## src/rtl/mux_rr_stream_if.sv

```systemverilog
// Handshake bundle between N producer channels, the stream mux and one consumer.
// The master side drives the producer inputs and consumer ready; the slave side is the mux.
interface mux_rr_stream_if #(
   parameter int N = 16,
   parameter int W = 8
);
   localparam int SW = (N > 1) ? $clog2(N) : 1;

   logic [N*W-1:0] in_data;
   logic [N-1:0]   in_valid;
   logic [N-1:0]   in_ready;
   logic           mode;
   logic [SW-1:0]  sel;
   logic [W-1:0]   out_data;
   logic [SW-1:0]  out_chan;
   logic           out_valid;
   logic           out_ready;

   modport master (
      output in_data, in_valid, mode, sel, out_ready,
      input  in_ready, out_data, out_chan, out_valid
   );

   modport slave (
      input  in_data, in_valid, mode, sel, out_ready,
      output in_ready, out_data, out_chan, out_valid
   );
endinterface

```

## src/rtl/mux_rr_stream.sv

```systemverilog
// N:1 streaming multiplexer with manual or round-robin channel selection and a
// registered output beat; ready is granted to at most one input per cycle.
module mux_rr_stream #(
   parameter int N = 16,
   parameter int W = 8
) (
   input  logic          clk,
   input  logic          rst,
   mux_rr_stream_if.slave bus
);
   localparam int SW = (N > 1) ? $clog2(N) : 1;

   logic [W-1:0]  r_out_data;
   logic [SW-1:0] r_out_chan;
   logic          r_out_valid;
   logic [SW-1:0] r_rr_ptr;

   logic          w_load_en;
   logic          w_found;
   logic [SW-1:0] w_grant;
   logic [SW:0]   w_sum;
   logic [N-1:0]  w_ready;
   logic          w_xfer;

   assign w_load_en = !r_out_valid || bus.out_ready;

   // Round-robin search walks rr_ptr+1 .. rr_ptr+N modulo N; first valid wins.
   always_comb begin
      w_found = 1'b0;
      w_grant = '0;
      w_sum   = '0;
      if (bus.mode) begin
         for (int k = 1; k <= N; k++) begin
            w_sum = {1'b0, r_rr_ptr} + (SW+1)'(k);
            if (w_sum >= (SW+1)'(N))
               w_sum = w_sum - (SW+1)'(N);
            if (!w_found && bus.in_valid[w_sum[SW-1:0]]) begin
               w_found = 1'b1;
               w_grant = w_sum[SW-1:0];
            end
         end
      end else if (int'(bus.sel) < N && bus.in_valid[bus.sel]) begin
         w_found = 1'b1;
         w_grant = bus.sel;
      end
   end

   // Reset masks ready so no producer sees a transfer that the register ignores.
   always_comb begin
      w_ready = '0;
      if (!rst && w_load_en && w_found)
         w_ready[w_grant] = 1'b1;
   end

   assign w_xfer = w_load_en && w_found;

   always_ff @(posedge clk) begin
      if (rst) begin
         r_out_valid <= 1'b0;
         r_out_data  <= '0;
         r_out_chan  <= '0;
         r_rr_ptr    <= SW'(N - 1);
      end else if (w_load_en) begin
         if (w_xfer) begin
            r_out_data  <= bus.in_data[w_grant*W +: W];
            r_out_chan  <= w_grant;
            r_out_valid <= 1'b1;
            if (bus.mode)
               r_rr_ptr <= w_grant;
         end else begin
            r_out_valid <= 1'b0;
         end
      end
   end

   assign bus.in_ready  = w_ready;
   assign bus.out_data  = r_out_data;
   assign bus.out_chan  = r_out_chan;
   assign bus.out_valid = r_out_valid;
endmodule
```

## src/flat_wrapper.sv

```systemverilog
// flat-port wrapper written by rule: the top's interface ports become plain ports
module mux_rr_stream_flat 
#(
   parameter int N = 16,
   parameter int W = 8
)
  (clk, rst, bus_in_data, bus_in_valid, bus_mode, bus_sel, bus_out_ready, bus_in_ready, bus_out_data, bus_out_chan, bus_out_valid);
  mux_rr_stream_if #(.N(N), .W(W)) bus_i ();
  input  logic clk;
  input  logic rst;
  input wire logic [$bits(bus_i.in_data)-1:0] bus_in_data;
  input wire logic [$bits(bus_i.in_valid)-1:0] bus_in_valid;
  input wire logic [$bits(bus_i.mode)-1:0] bus_mode;
  input wire logic [$bits(bus_i.sel)-1:0] bus_sel;
  input wire logic [$bits(bus_i.out_ready)-1:0] bus_out_ready;
  output wire logic [$bits(bus_i.in_ready)-1:0] bus_in_ready;
  output wire logic [$bits(bus_i.out_data)-1:0] bus_out_data;
  output wire logic [$bits(bus_i.out_chan)-1:0] bus_out_chan;
  output wire logic [$bits(bus_i.out_valid)-1:0] bus_out_valid;
  assign bus_i.in_data = bus_in_data;
  assign bus_i.in_valid = bus_in_valid;
  assign bus_i.mode = bus_mode;
  assign bus_i.sel = bus_sel;
  assign bus_i.out_ready = bus_out_ready;
  assign bus_in_ready = bus_i.in_ready;
  assign bus_out_data = bus_i.out_data;
  assign bus_out_chan = bus_i.out_chan;
  assign bus_out_valid = bus_i.out_valid;
  mux_rr_stream #(.N(N), .W(W)) u_core (.clk(clk), .rst(rst), .bus(bus_i));
endmodule
```

## config.mk

```make
export PLATFORM = sky130hd
export DESIGN_NAME = mux_rr_stream_flat
export DESIGN_NICKNAME = d
export VERILOG_FILES = /design/src/rtl/mux_rr_stream_if.sv /design/src/rtl/mux_rr_stream.sv /design/src/flat_wrapper.sv
export SDC_FILE = /design/constraint.sdc
export NUM_CORES = 1
export LEC_CHECK = 0
export BUFFER_PORTS_ARGS = -buffer_cell sky130_fd_sc_hd__buf_2
export CAP_MARGIN = 15
export CORE_MARGIN = 5
export CORE_UTILIZATION = 45
export DETAILED_ROUTE_END_ITERATION = 10
export PLACE_DENSITY_LB_ADDON = 0.12
export SYNTH_ARGS = -nofsm -noshare
export SYNTH_HDL_FRONTEND = slang
export SYNTH_SLANG_ARGS = --single-unit
```

## constraint.sdc

```tcl
create_clock -name clk -period 9.5 [get_ports clk]
set_clock_uncertainty 0.2 [all_clocks]
set_input_delay 1.9 -clock clk [delete_from_list [all_inputs] [get_ports clk]]
set_output_delay 1.9 -clock clk [all_outputs]
set_load 0.01 [all_outputs]
```

== After elaboration in Yosys (flattened, before gate mapping) ==
Index checks and enable logic that the tools add are counted.

* $add $sub $neg: 32
* Reductions and logical operators: 39
* Shift operators: 1
* Magnitude comparators: 35
* Multiplexer cells: 121

{| class="wikitable"
|+ Operators with widths
! operator !! count
|-
| 4-bit two-way mux || 50
|-
| 128-bit by 8-bit indexed part select with 8-bit output || 1
|-
| 4-bit by 5-bit less-than comparator with 1-bit output (second input constant) || 18
|-
| 5-bit greater-or-equal comparator (second input constant) || 16
|-
| 1-bit binary-select mux with 4-bit select || 17
|-
| 4-bit by 1-bit subtractor with 4-bit output (second input constant) || 16
|-
| 1-bit two-way mux || 52
|-
| 4-bit by 4-bit adder with 5-bit output (second input constant) || 8
|-
| 4-bit by 3-bit adder with 5-bit output (second input constant) || 4
|-
| 1-bit logical AND || 19
|-
| 1-bit logical NOT || 17
|-
| 16-bit two-way mux || 1
|-
| 4-bit by 2-bit adder with 5-bit output (second input constant) || 2
|-
| 4-bit by 1-bit adder with 5-bit output (second input constant) || 1
|-
| 4-bit by 5-bit adder with 5-bit output (second input constant) || 1
|-
| 1-bit demux with 4-bit select || 1
|-
| 4-bit by 1-bit greater-or-equal comparator with 1-bit output (second input constant) || 1
|-
| 3-bit AND reduction || 1
|-
| 2-bit AND reduction || 1
|-
| 1-bit logical OR || 1
|}

* Bits of input ports: 152
* Logic and storage cells: 232
* Register bits: 17
* Output and inout bits: 29

== Logic depth before layout (Yosys ltp) ==
Gate-level depths: netlist of run 1.

* Depth in word-level cells: 73
* Depth in mapped cells: 21
* Gate-level depth less buffers: 14

== Worst setup path after synthesis of run 1 ==
No wires, ideal clock.

* Kind: input -> output
* From: input bus_in_valid[14]
* To: output bus_in_ready[1]
* Setup slack: 2.214 ns
* Stages: 10
* Arrival: 5.186 ns
* Buffers on the path: 2
* Data required time: 7.400 ns
* Path through: mux4_2 mux4_2 or4_4 or3_1 buf_2 or4_4 a31oi_2 buf_4 nand2_1 nor2_1

* Word-level cells in the longest chain between the ends: 69

{| class="wikitable"
|+ Ends and longest elaborated chain
! element !! RTL line !! text
|-
| start: declaration || flat_wrapper.sv:12 || <nowiki>input wire logic [$bits(bus_i.in_valid)-1:0] bus_in_valid;</nowiki>
|-
| 1-bit binary-select mux with 4-bit select || mux_rr_stream.sv:37 || <nowiki>if (!w_found && bus.in_valid[w_sum[SW-1:0]]) begin</nowiki>
|-
| 1-bit two-way mux (implied by the code) || mux_rr_stream.sv:37 ||
|-
| 1-bit two-way mux || mux_rr_stream.sv:37 ||
|-
| 1-bit two-way mux || mux_rr_stream.sv:32 || <nowiki>if (bus.mode) begin</nowiki>
|-
| 1-bit logical NOT || mux_rr_stream.sv:37 ||
|-
| 1-bit logical AND || mux_rr_stream.sv:37 ||
|-
| 1-bit two-way mux || mux_rr_stream.sv:37 ||
|-
| 1-bit two-way mux || mux_rr_stream.sv:32 ||
|-
| [... 53 more ...] || - ||
|-
| 1-bit logical AND || mux_rr_stream.sv:37 ||
|-
| 4-bit two-way mux || mux_rr_stream.sv:37 ||
|-
| 4-bit two-way mux || mux_rr_stream.sv:32 ||
|-
| 4-bit by 5-bit less-than comparator with 1-bit output (implied by the code) / 4-bit by 1-bit greater-or-equal comparator with 1-bit output (equally long branches) || mux_rr_stream.sv:52 || <nowiki>w_ready[w_grant] = 1'b1;</nowiki>
|-
| 1-bit logical AND (implied by the code) || mux_rr_stream.sv:52 ||
|-
| 1-bit two-way mux (implied by the code) || mux_rr_stream.sv:52 ||
|-
| 1-bit demux with 4-bit select || - ||
|-
| 16-bit two-way mux * || mux_rr_stream.sv:51 || <nowiki>if (!rst && w_load_en && w_found)</nowiki>
|-
| end: declaration || flat_wrapper.sv:16 || <nowiki>output wire logic [$bits(bus_i.in_ready)-1:0] bus_in_ready;</nowiki>
|}

Every way passes the cells marked *; elsewhere a longest branch is shown, timed or not. The select of a mux whose other input is x is not followed.

== Final worst setup path of run 1 ==
Ends and elaborated chain as after synthesis.

==> impl_metrics.csv, run 1 <==
group,metric,value,unit
logic_synthesis,ys_seq_elements,17,
global_route,grt_pass1_vias,4825,
cts,cts_made_buffers,3,
status,outcome,"completed",
logic_synthesis,syn_inst,563,
logic_synthesis,synth_top_area_cell,"mux4_2",
logic_synthesis,ys_async_sr_fraction,0,
setup_path,critPathMaxFanout,13,
cells_and_area,final_cell_mix,"180 x buf_2, 68 x nand2_1, 67 x mux2i_1",
cells_and_area,final_cells,849,
route,via_per_inst,6.371,
placement,numPortBuffers,180,
hold_path,hp-start,"u_core.bus.out_data[7]",
power,p_per_area,204.2,nW/um2
route,first_iter_violations,509,
sta,setup_slack,1455,ps
setup_path,required,7400,ps
sta,slew_viol_final,0,
logic_synthesis,synthTopCellsByArea,"mux4_2 15%, mux2i_1 15%, dfxtp_1 7.5%",
cells_and_area,nets,877,
cts,clk_path_buf_depth,2,
sta,fin_crit_sh,0.8469,
cts,htree_levels,1,
floorplan,die_area,12180,um2
sta,hold_violations,0,
route,wl,17410,um
sta,worst_pin_slew,812.7,ps
hold_path,hp-class,"reg -> reg",
global_route,grt_pass1_wl,25700,um
placement,placed_area,5435,um2
cells_and_area,layout.cells.most_common,"buf_2",
cts,postCtsSetupBuffers,0,
logic_synthesis,syn_avg_cell_area,8.049,um2
floorplan,core,9819,um2
global_route,grt.total_usage,0.2682,
placement,hpwl,13850,um
power,leakagePower,2.393,nW
sta,setup_viol_count_final,0,
global_route,grt-ovfl-total,0,
setup_path,cp.arrival,5950,ps
logic_synthesis,synth-seq-area-share,0.07510,
setup_path,reg2reg_slack,3250,ps
setup_path,crit_type,"in -> out",
cts,cts_root_buffer,"clkbuf_8",
cells_and_area,final_area,5484,um2
floorplan,die_h,110.4,um
cells_and_area,diodes,0,
power,ir_drop,0.1560,mV
logic_synthesis,syn_nets,723,
cells_and_area,drive_above_1_share,0.3701,
floorplan,start_util,0.4615,
global_route,grt_max_degree,65,
logic_synthesis,synth-edff-count,0,
setup_path,r2r_start,"u_core.r_rr_ptr[0]",
sta,fmaxAchievable,124.3,MHz
route,vias,5409,
floorplan,io_pins,181,
sta,holdWs,254.3,ps
cts,cts_tree,"done",
cells_and_area,fin_util,0.5585,
logic_synthesis,synth_top_area_frac,0.1491,
sta,post-route-min-period,8045,ps
logic_synthesis,synth_warnings,0,
sta,slew_headroom,0.4543,
cts,insertion_delay,250,ps
logic_synthesis,ys.flop_type,"dfxtp_1",
cts,ctsResizeCount,0,
floorplan,die_x,110.4,um
power,total_power,1.120,mW
route,drt.antenna.violating_nets,0,
cts,numClockSinks,17,
setup_path,rr_endpoint,"u_core.bus.out_data[6]",
cells_and_area,fill_cells,983,
placement,place_ws,1457,ps
sta,finalSetupTns,0,ps
hold_path,min_to,"u_core.bus.out_data[7]",
cts,ctsHoldBuffers,0,
cts,clkSlewWorstSetupHoldPaths,70,ps
route,first_pass_iters,6,
setup_path,endpoint_kind,"output port",
logic_synthesis,syn_area,4532,um2
setup_path,worst-r2r-cell-count,15,
setup_path,cp-start-kind,"input port",
global_route,grt_antenna_before_repair,1,
run,cap_violations,0,
placement,placed_cells,845,
route,route.detailed.drc,0,
route,avgRoutedWirePerCell,20.51,um
floorplan,rows,36,
placement,gp_congestion,0.9625,
sta,rsz0062_at_grt,"no",
logic_synthesis,ys_types,74,
hold_path,whs_path_depth,2,
cells_and_area,syn2layout_area_growth,21.01,%
==> cells in the mapped netlist (10+ instances only) <==
library cell and number:
mux4_2 30, buf_2 10, nand3_1 66, mux2i_1 67, a32oi_1 32, clkbuf_1 14
nor2_1 38, a21oi_1 22, nand2_1 69, mux2_2 15, nor3_1 16, dfxtp_1 17
==> registers in the layout, indices dropped and copies added, names as in the netlist <==
register              flops
u_core.bus.out_data       8
u_core.bus.out_chan       4
u_core.r_rr_ptr           4
u_core.bus.out_valid      1
==> power by group <==
part | leakage (nW) | internal (mW) | total (mW) | switching [mW]
registers | 0.141 | 0.0927 | 0.102 | 0.00957
clock network | 0.0217 | 0.0295 | 0.0556 | 0.0261
logic | 2.23 | 0.378 | 0.962 | 0.584
total | 2.39 | 0.500 | 1.12 | 0.619
==> cells by family (layout without fill, tap and decap cells) <==
kind of cell,count (synthesis),after routing,synth area share
compound gates,133,133,0.2305
xor+xnor,13,13,0.02678
fa+ha+maj,8,8,0.02209
buf+inv,50,203,0.06074
flops,17,17,0.07510
mux,114,114,0.3424
simple gates,228,228,0.2424
==> per-layer routing <==
metal | wire, um | track usage
met3 | 1893 | 0.05183
met2 | 7823 | 0.3982
met1 | 7316 | 0.4019
met5 | 9 | 0
met4 | 369 | 0.05717
==> layout make-up <==
cell class,instances,area [um2],share of cell area
Inverter,9,33.78,0.006160
Clock buffer,3,41.29,0.007529
Multi-Input combinational cell,496,3919,0.7146
Clock inverter,1,7.507,0.001369
Tap cell,133,166.4,0.03034
Timing Repair Buffer,190,975.9,0.1780
Sequential cell,17,340.3,0.06206
==> worst max path at each step <==
stage / end / start / slack (ps)
2_1_floorplan: bus_in_ready[1] / bus_in_valid[14] / 2210
3_3_place_gp: bus_in_ready[5] / bus_in_valid[14] / 1550
3_5_place_dp: bus_in_ready[12] / bus_in_valid[14] / 1460
4_1_cts: bus_in_ready[12] / bus_in_valid[14] / 1460
5_1_grt: bus_in_ready[1] / u_core.r_rr_ptr[0] / 1100
6_report: bus_in_ready[1] / bus_in_valid[14] / 1450
==> critical path, cell delays in order <==
cell and delay, ps:
buf_2 150, mux4_2 530, mux4_2 630, or4_4 590, or3_1 510, or4_4 590, a31oi_2 550, nand2_1 220
nor2_1 140, buf_2 140
Power figures use the tool's default switching activity.
==> run 2, diff against run 1 <==
clock period = 7.6 ns   (was 9.5 ns; I/O delays follow)
==> run 2 against run 1 <==
  * Clock power increased by 29%
  * Sequential power increased by 29%
  * Core utilization increased by 0.38 points
  * Sequential share of layout area about the same
  * Global-route usage increased by 1.1 points
  * Critical path type unchanged
==> impl_metrics.csv, run 2 (same netlist as run 1, synthesis figures left out) <==
group,metric,value,unit
status,outcome,"completed",
floorplan,die_x,110.4,um
route,first_pass_iters,5,
floorplan,core,9819,um2
setup_path,cp-start-kind,"input port",
setup_path,required,5880,ps
route,first_iter_violations,509,
placement,numPortBuffers,180,
global_route,grt_pass1_wl,26570,um
sta,fmaxAchievable,135.9,MHz
route,drt.antenna.violating_nets,0,
hold_path,hp-start,"u_core.bus.out_data[7]",
cts,cts_root_buffer,"clkbuf_8",
floorplan,io_pins,181,
setup_path,endpoint_kind,"output port",
cells_and_area,fin_util,0.5623,
floorplan,rows,36,
sta,holdWs,249.5,ps
run,cap_violations,0,
cells_and_area,final_cell_mix,"180 x buf_2, 68 x nand2_1, 67 x mux2i_1",
route,vias,5513,
placement,hpwl,14300,um
sta,post-route-min-period,7356,ps
hold_path,whs_path_depth,2,
setup_path,cp.arrival,5640,ps
cells_and_area,multiInputGateArea,3921,um2
route,wl,18010,um
setup_path,crit_type,"in -> out",
cells_and_area,final_area,5522,um2
setup_path,worst-r2r-cell-count,15,
cells_and_area,regArea,340.3,um2
cells_and_area,diodes,0,
route,route.detailed.drc,0,
cells_and_area,drive_above_1_share,0.3759,
sta,hold_violations,0,
global_route,grt-ovfl-total,0,
cells_and_area,nets,882,
sta,slew_viol_final,0,
floorplan,die_area,12180,um2
cells_and_area,layout.cells.most_common,"buf_2",
cts,clk_path_buf_depth,2,
sta,setup_viol_count_final,0,
setup_path,critical_path.cell_chain,"buf_2, mux4_2, mux4_2, or4_4, or3_1, or4_4, a31oi_2, nand2_1, nor2_1, buf_2",
power,leakagePower,2.419,nW
cells_and_area,fill_cells,994,
cts,numClockSinks,17,
power,ir_drop,0.2374,mV
setup_path,startpoint,"bus_in_valid[14]",
setup_path,r2r_start,"u_core.r_rr_ptr[2]",
setup_path,path_buf_inv,2,
setup_path,critical_path.max_stage_delay,650,ps
cts,cts_made_buffers,3,
setup_path,critPathMaxFanout,13,
cells_and_area,syn2layout_area_growth,21.84,%
route,avgRoutedWirePerCell,21.09,um
cts,cts_tree,"done",
floorplan,start_util,0.4615,
global_route,grt.total_usage,0.2791,
power,p_per_area,259.3,nW/um2
sta,fin_crit_sh,0.9679,
cts,ctsHoldBuffers,0,
placement,gp_congestion,0.9977,
setup_path,cp_top_family,"simple AND/OR/NAND/NOR gates",
sta,rsz0062_at_grt,"no",
sta,slew_headroom,0.4547,
global_route,grt_max_degree,65,
hold_path,hp-class,"reg -> reg",
placement,placed_area,5473,um2
setup_path,slowest_stage,"mux4_2",
sta,finalSetupTns,0,ps
sta,worst_pin_slew,817.9,ps
cts,insertion_delay,260,ps
setup_path,worstSetupPathDepth,10,
route,via_per_inst,6.456,
cells_and_area,largest_reg_flops,8,
global_route,grt_antenna_before_repair,0,
global_route,grt_pass1_vias,4792,
cts,clkSlewWorstSetupHoldPaths,70,ps
cts,htree_levels,1,
floorplan,die_h,110.4,um
## run 2: per-layer routing
metal,vias up,global-route usage,part of all wire
met5,-,0,0
met4,0,0.05893,0.019
met3,39,0.05475,0.11
met2,339,0.3977,0.43
met1,2596,0.4318,0.44
li1,2539,-,-
## run 2: layout make-up
cell class,count,share of cell area
Clock buffer,3,0.007478
Clock inverter,1,0.0009064
Inverter,9,0.006118
Multi-Input combinational cell,496,0.7102
Sequential cell,17,0.06164
Tap cell,133,0.03014
Timing Repair Buffer,195,0.1835
## run 2: stage by stage
stage | worst slack [ps] | instances | power [mW]
3_5_place_dp | 309.9 | 850 | 1.324
2_1_floorplan | 1074 | 563 | 1.033
4_1_cts | 242.3 | 854 | 1.403
3_3_place_gp | 420.6 | 850 | 1.326
6_report | 243.7 | 854 | 1.432
5_1_grt | 91.97 | 854 | 1.523
## run 2: path summary, 6_finish.rpt
path | endpoint | slack (ps)
setup reg to reg | u_core.bus.out_data[1] | 1850
hold reg to reg | u_core.bus.out_data[7] | 250
setup / recovery | bus_in_ready[4] | 240
hold / removal | u_core.bus.out_data[7] | 250
## run 2: power breakdown
group	switching (mW)	total (mW)	internal, mW
clock network	0.0350	0.0715	0.0365
logic	0.744	1.23	0.485
registers	0.0158	0.132	0.116
total	0.795	1.43	0.637
## run 2: what timing repair did
| action | 4_1_cts | 5_1_grt |
|---|---|---|
| setup endpoints to repair | 0 | 8 |
| gates resized for setup | 0 | 1 |
| setup buffers | 0 | 0 |
## run 2: worst min-delay path: cells and delay by family, from the launching register on
family           cells  cell delay [ps]
AND/OR/NAND/NOR      2              100
flip-flops           1              320
==> run 3, diff against run 2 <==
clock period = 9 ns   (was 7.6 ns; I/O delays follow)
==> run 3 against run 2 <==
  * Combinational power fell by 16%
  * Worst hold slack got worse by 0.63 ps
  * First-iteration DRC count fell by 4.7%
  * Final cell count fell by 0.23%
  * Critical path depth rose by 2
  * Setup slack improved by 750 ps
  * Critical endpoint is now bus_in_ready[9]
  * Highest routed layer is now met5
==> impl_metrics.csv, run 3 (same netlist as run 1, synthesis figures left out) <==
group,metric,value,unit
sta,slew_viol_final,0,
sta,fin_crit_sh,0.8898,
cells_and_area,final_cell_mix,"180 x buf_2, 68 x nand2_1, 67 x mux2i_1",
setup_path,startpoint,"u_core.r_rr_ptr[0]",
power,netSwitchingPower,0.6635,mW
cts,cts_made_buffers,3,
floorplan,core,9819,um2
cells_and_area,nets,880,
setup_path,critPathMaxFanout,13,
global_route,grt_pass1_wl,26060,um
cts,cts_root_buffer,"clkbuf_8",
cells_and_area,fin_util,0.5608,
cells_and_area,diodes,0,
sta,setup_slack,992.0,ps
floorplan,io_pins,181,
cts,cts_tree,"done",
cts,numClockSinks,17,
placement,hpwl,14130,um
cts,postCtsSetupBuffers,0,
route,via_per_inst,6.308,
sta,post-route-min-period,8008,ps
cells_and_area,final_area,5507,um2
sta,slew_headroom,0.4590,
floorplan,die_area,12180,um2
power,leakagePower,2.408,nW
cts,clkSlewWorstSetupHoldPaths,80,ps
floorplan,die_h,110.4,um
sta,fmaxAchievable,124.9,MHz
route,first_iter_violations,485,
power,combinationalPowerShare,0.859,
placement,place_ws,1135,ps
floorplan,start_util,0.4615,
status,outcome,"completed",
setup_path,cp.arrival,6010,ps
setup_path,endpoint_kind,"output port",
cts,insertion_delay,260,ps
setup_path,r2r_start,"u_core.r_rr_ptr[0]",
cts,clk_path_buf_depth,2,
sta,hold_violations,0,
placement,placed_area,5458,um2
global_route,grt_max_degree,65,
power,swShare,0.5543,
global_route,grt_antenna_before_repair,1,
cts,htree_levels,1,
route,wl,17910,um
run,cap_violations,0,
placement,gp_congestion,0.9719,
global_route,grt_pass1_vias,4847,
power,seqPwrFrac,0.091,
route,route.detailed.drc,0,
cells_and_area,fill_cells,970,
hold_path,hp-class,"reg -> reg",
sta,finalSetupTns,0,ps
power,p_int,0.5335,mW
power,p_per_area,217.4,nW/um2
cells_and_area,drive_above_1_share,0.3727,
power,total_power,1.197,mW
cts,ctsResizeCount,0,
setup_path,crit_type,"reg -> out",
placement,numPortBuffers,180,
cells_and_area,layout.cells.most_common,"buf_2",
floorplan,die_x,110.4,um
sta,rsz0062_at_grt,"no",
global_route,grt-ovfl-total,0,
setup_path,required,7000,ps
cts,ctsHoldBuffers,0,
sta,worst_pin_slew,811.5,ps
route,avgRoutedWirePerCell,21.02,um
cells_and_area,largest_reg_flops,8,
route,vias,5374,
setup_path,cp-start-kind,"register",
global_route,grt.total_usage,0.2737,
floorplan,rows,36,
power,ir_drop,0.1178,mV
route,drt.antenna.violating_nets,0,
sta,setup_viol_count_final,0,
cells_and_area,syn2layout_area_growth,21.51,%
hold_path,hp-start,"u_core.bus.out_data[7]",
route,first_pass_iters,6,
power,p_clk_frac,0.050,
[run 3: cell count changes in the layout (fill, tap and decap cells not counted), sizes merged]
cell,before,now
clkinvlp,0,1
clkinv,2,1
buf,195,193
[run 3: power by group through the flow]
| stage | clock, mW | combinational, mW | sequential, mW |
|---|---|---|---|
| 3_3_place_gp | 0 | 1.00 | 0.109 |
| 3_5_place_dp | 0 | 1.01 | 0.110 |
| 5_1_grt | 0.0654 | 1.10 | 0.111 |
| 2_1_floorplan | 0 | 0.750 | 0.122 |
| 4_1_cts | 0.0623 | 1.01 | 0.108 |
| 6_report | 0.0603 | 1.03 | 0.108 |
[run 3: area by class of cell]
type                       instances  area, um2  area share
inverter                           9      33.78    0.006135
clock buffer                       3      41.29    0.007498
clock inverter                     1      7.507    0.001363
sequential                        17      340.3     0.06180
tap                              133      166.4     0.03022
timing repair buffer             193      998.5      0.1813
multi-input combinational        496       3919      0.7117
[run 3: path summary, 6_finish.rpt]
kind	endpoint	slack, ps	cells after the start
max	bus_in_ready[9]	990	12
min	u_core.bus.out_data[7]	250	2
max reg2reg	u_core.bus.out_data[6]	2690	12
min reg2reg	u_core.bus.out_data[7]	250	2
[run 3: layer usage]
| metal | up-vias | part of all wire | track usage |
|---|---|---|---|
| met5 | - | 0.00045 | 0 |
| met4 | 2 | 0.010 | 0.02990 |
| met3 | 20 | 0.099 | 0.05708 |
| met2 | 280 | 0.45 | 0.4116 |
| li1 | 2533 | - | - |
| met1 | 2539 | 0.44 | 0.4149 |
[run 3: worst max-delay path, stage by stage (launching register included)]
cell and delay, ps:
dfxtp_1 340, clkinv_1 290, ha_1 800, buf_4 300, mux4_2 570, mux4_2 620
or4_4 590, or3_1 530, or4_4 590, a31oi_2 570, nand2_1 220, nor2_1 160
buf_2 150
[run 3: per-stage QoR]
stage / instances / hold WS [ps]
floorplan: 563 / 281.8
global placement: 848 / 234.5
detailed placement: 848 / 234.8
CTS: 852 / 251.5
global route: 852 / 284.1
finish: 852 / 248.9
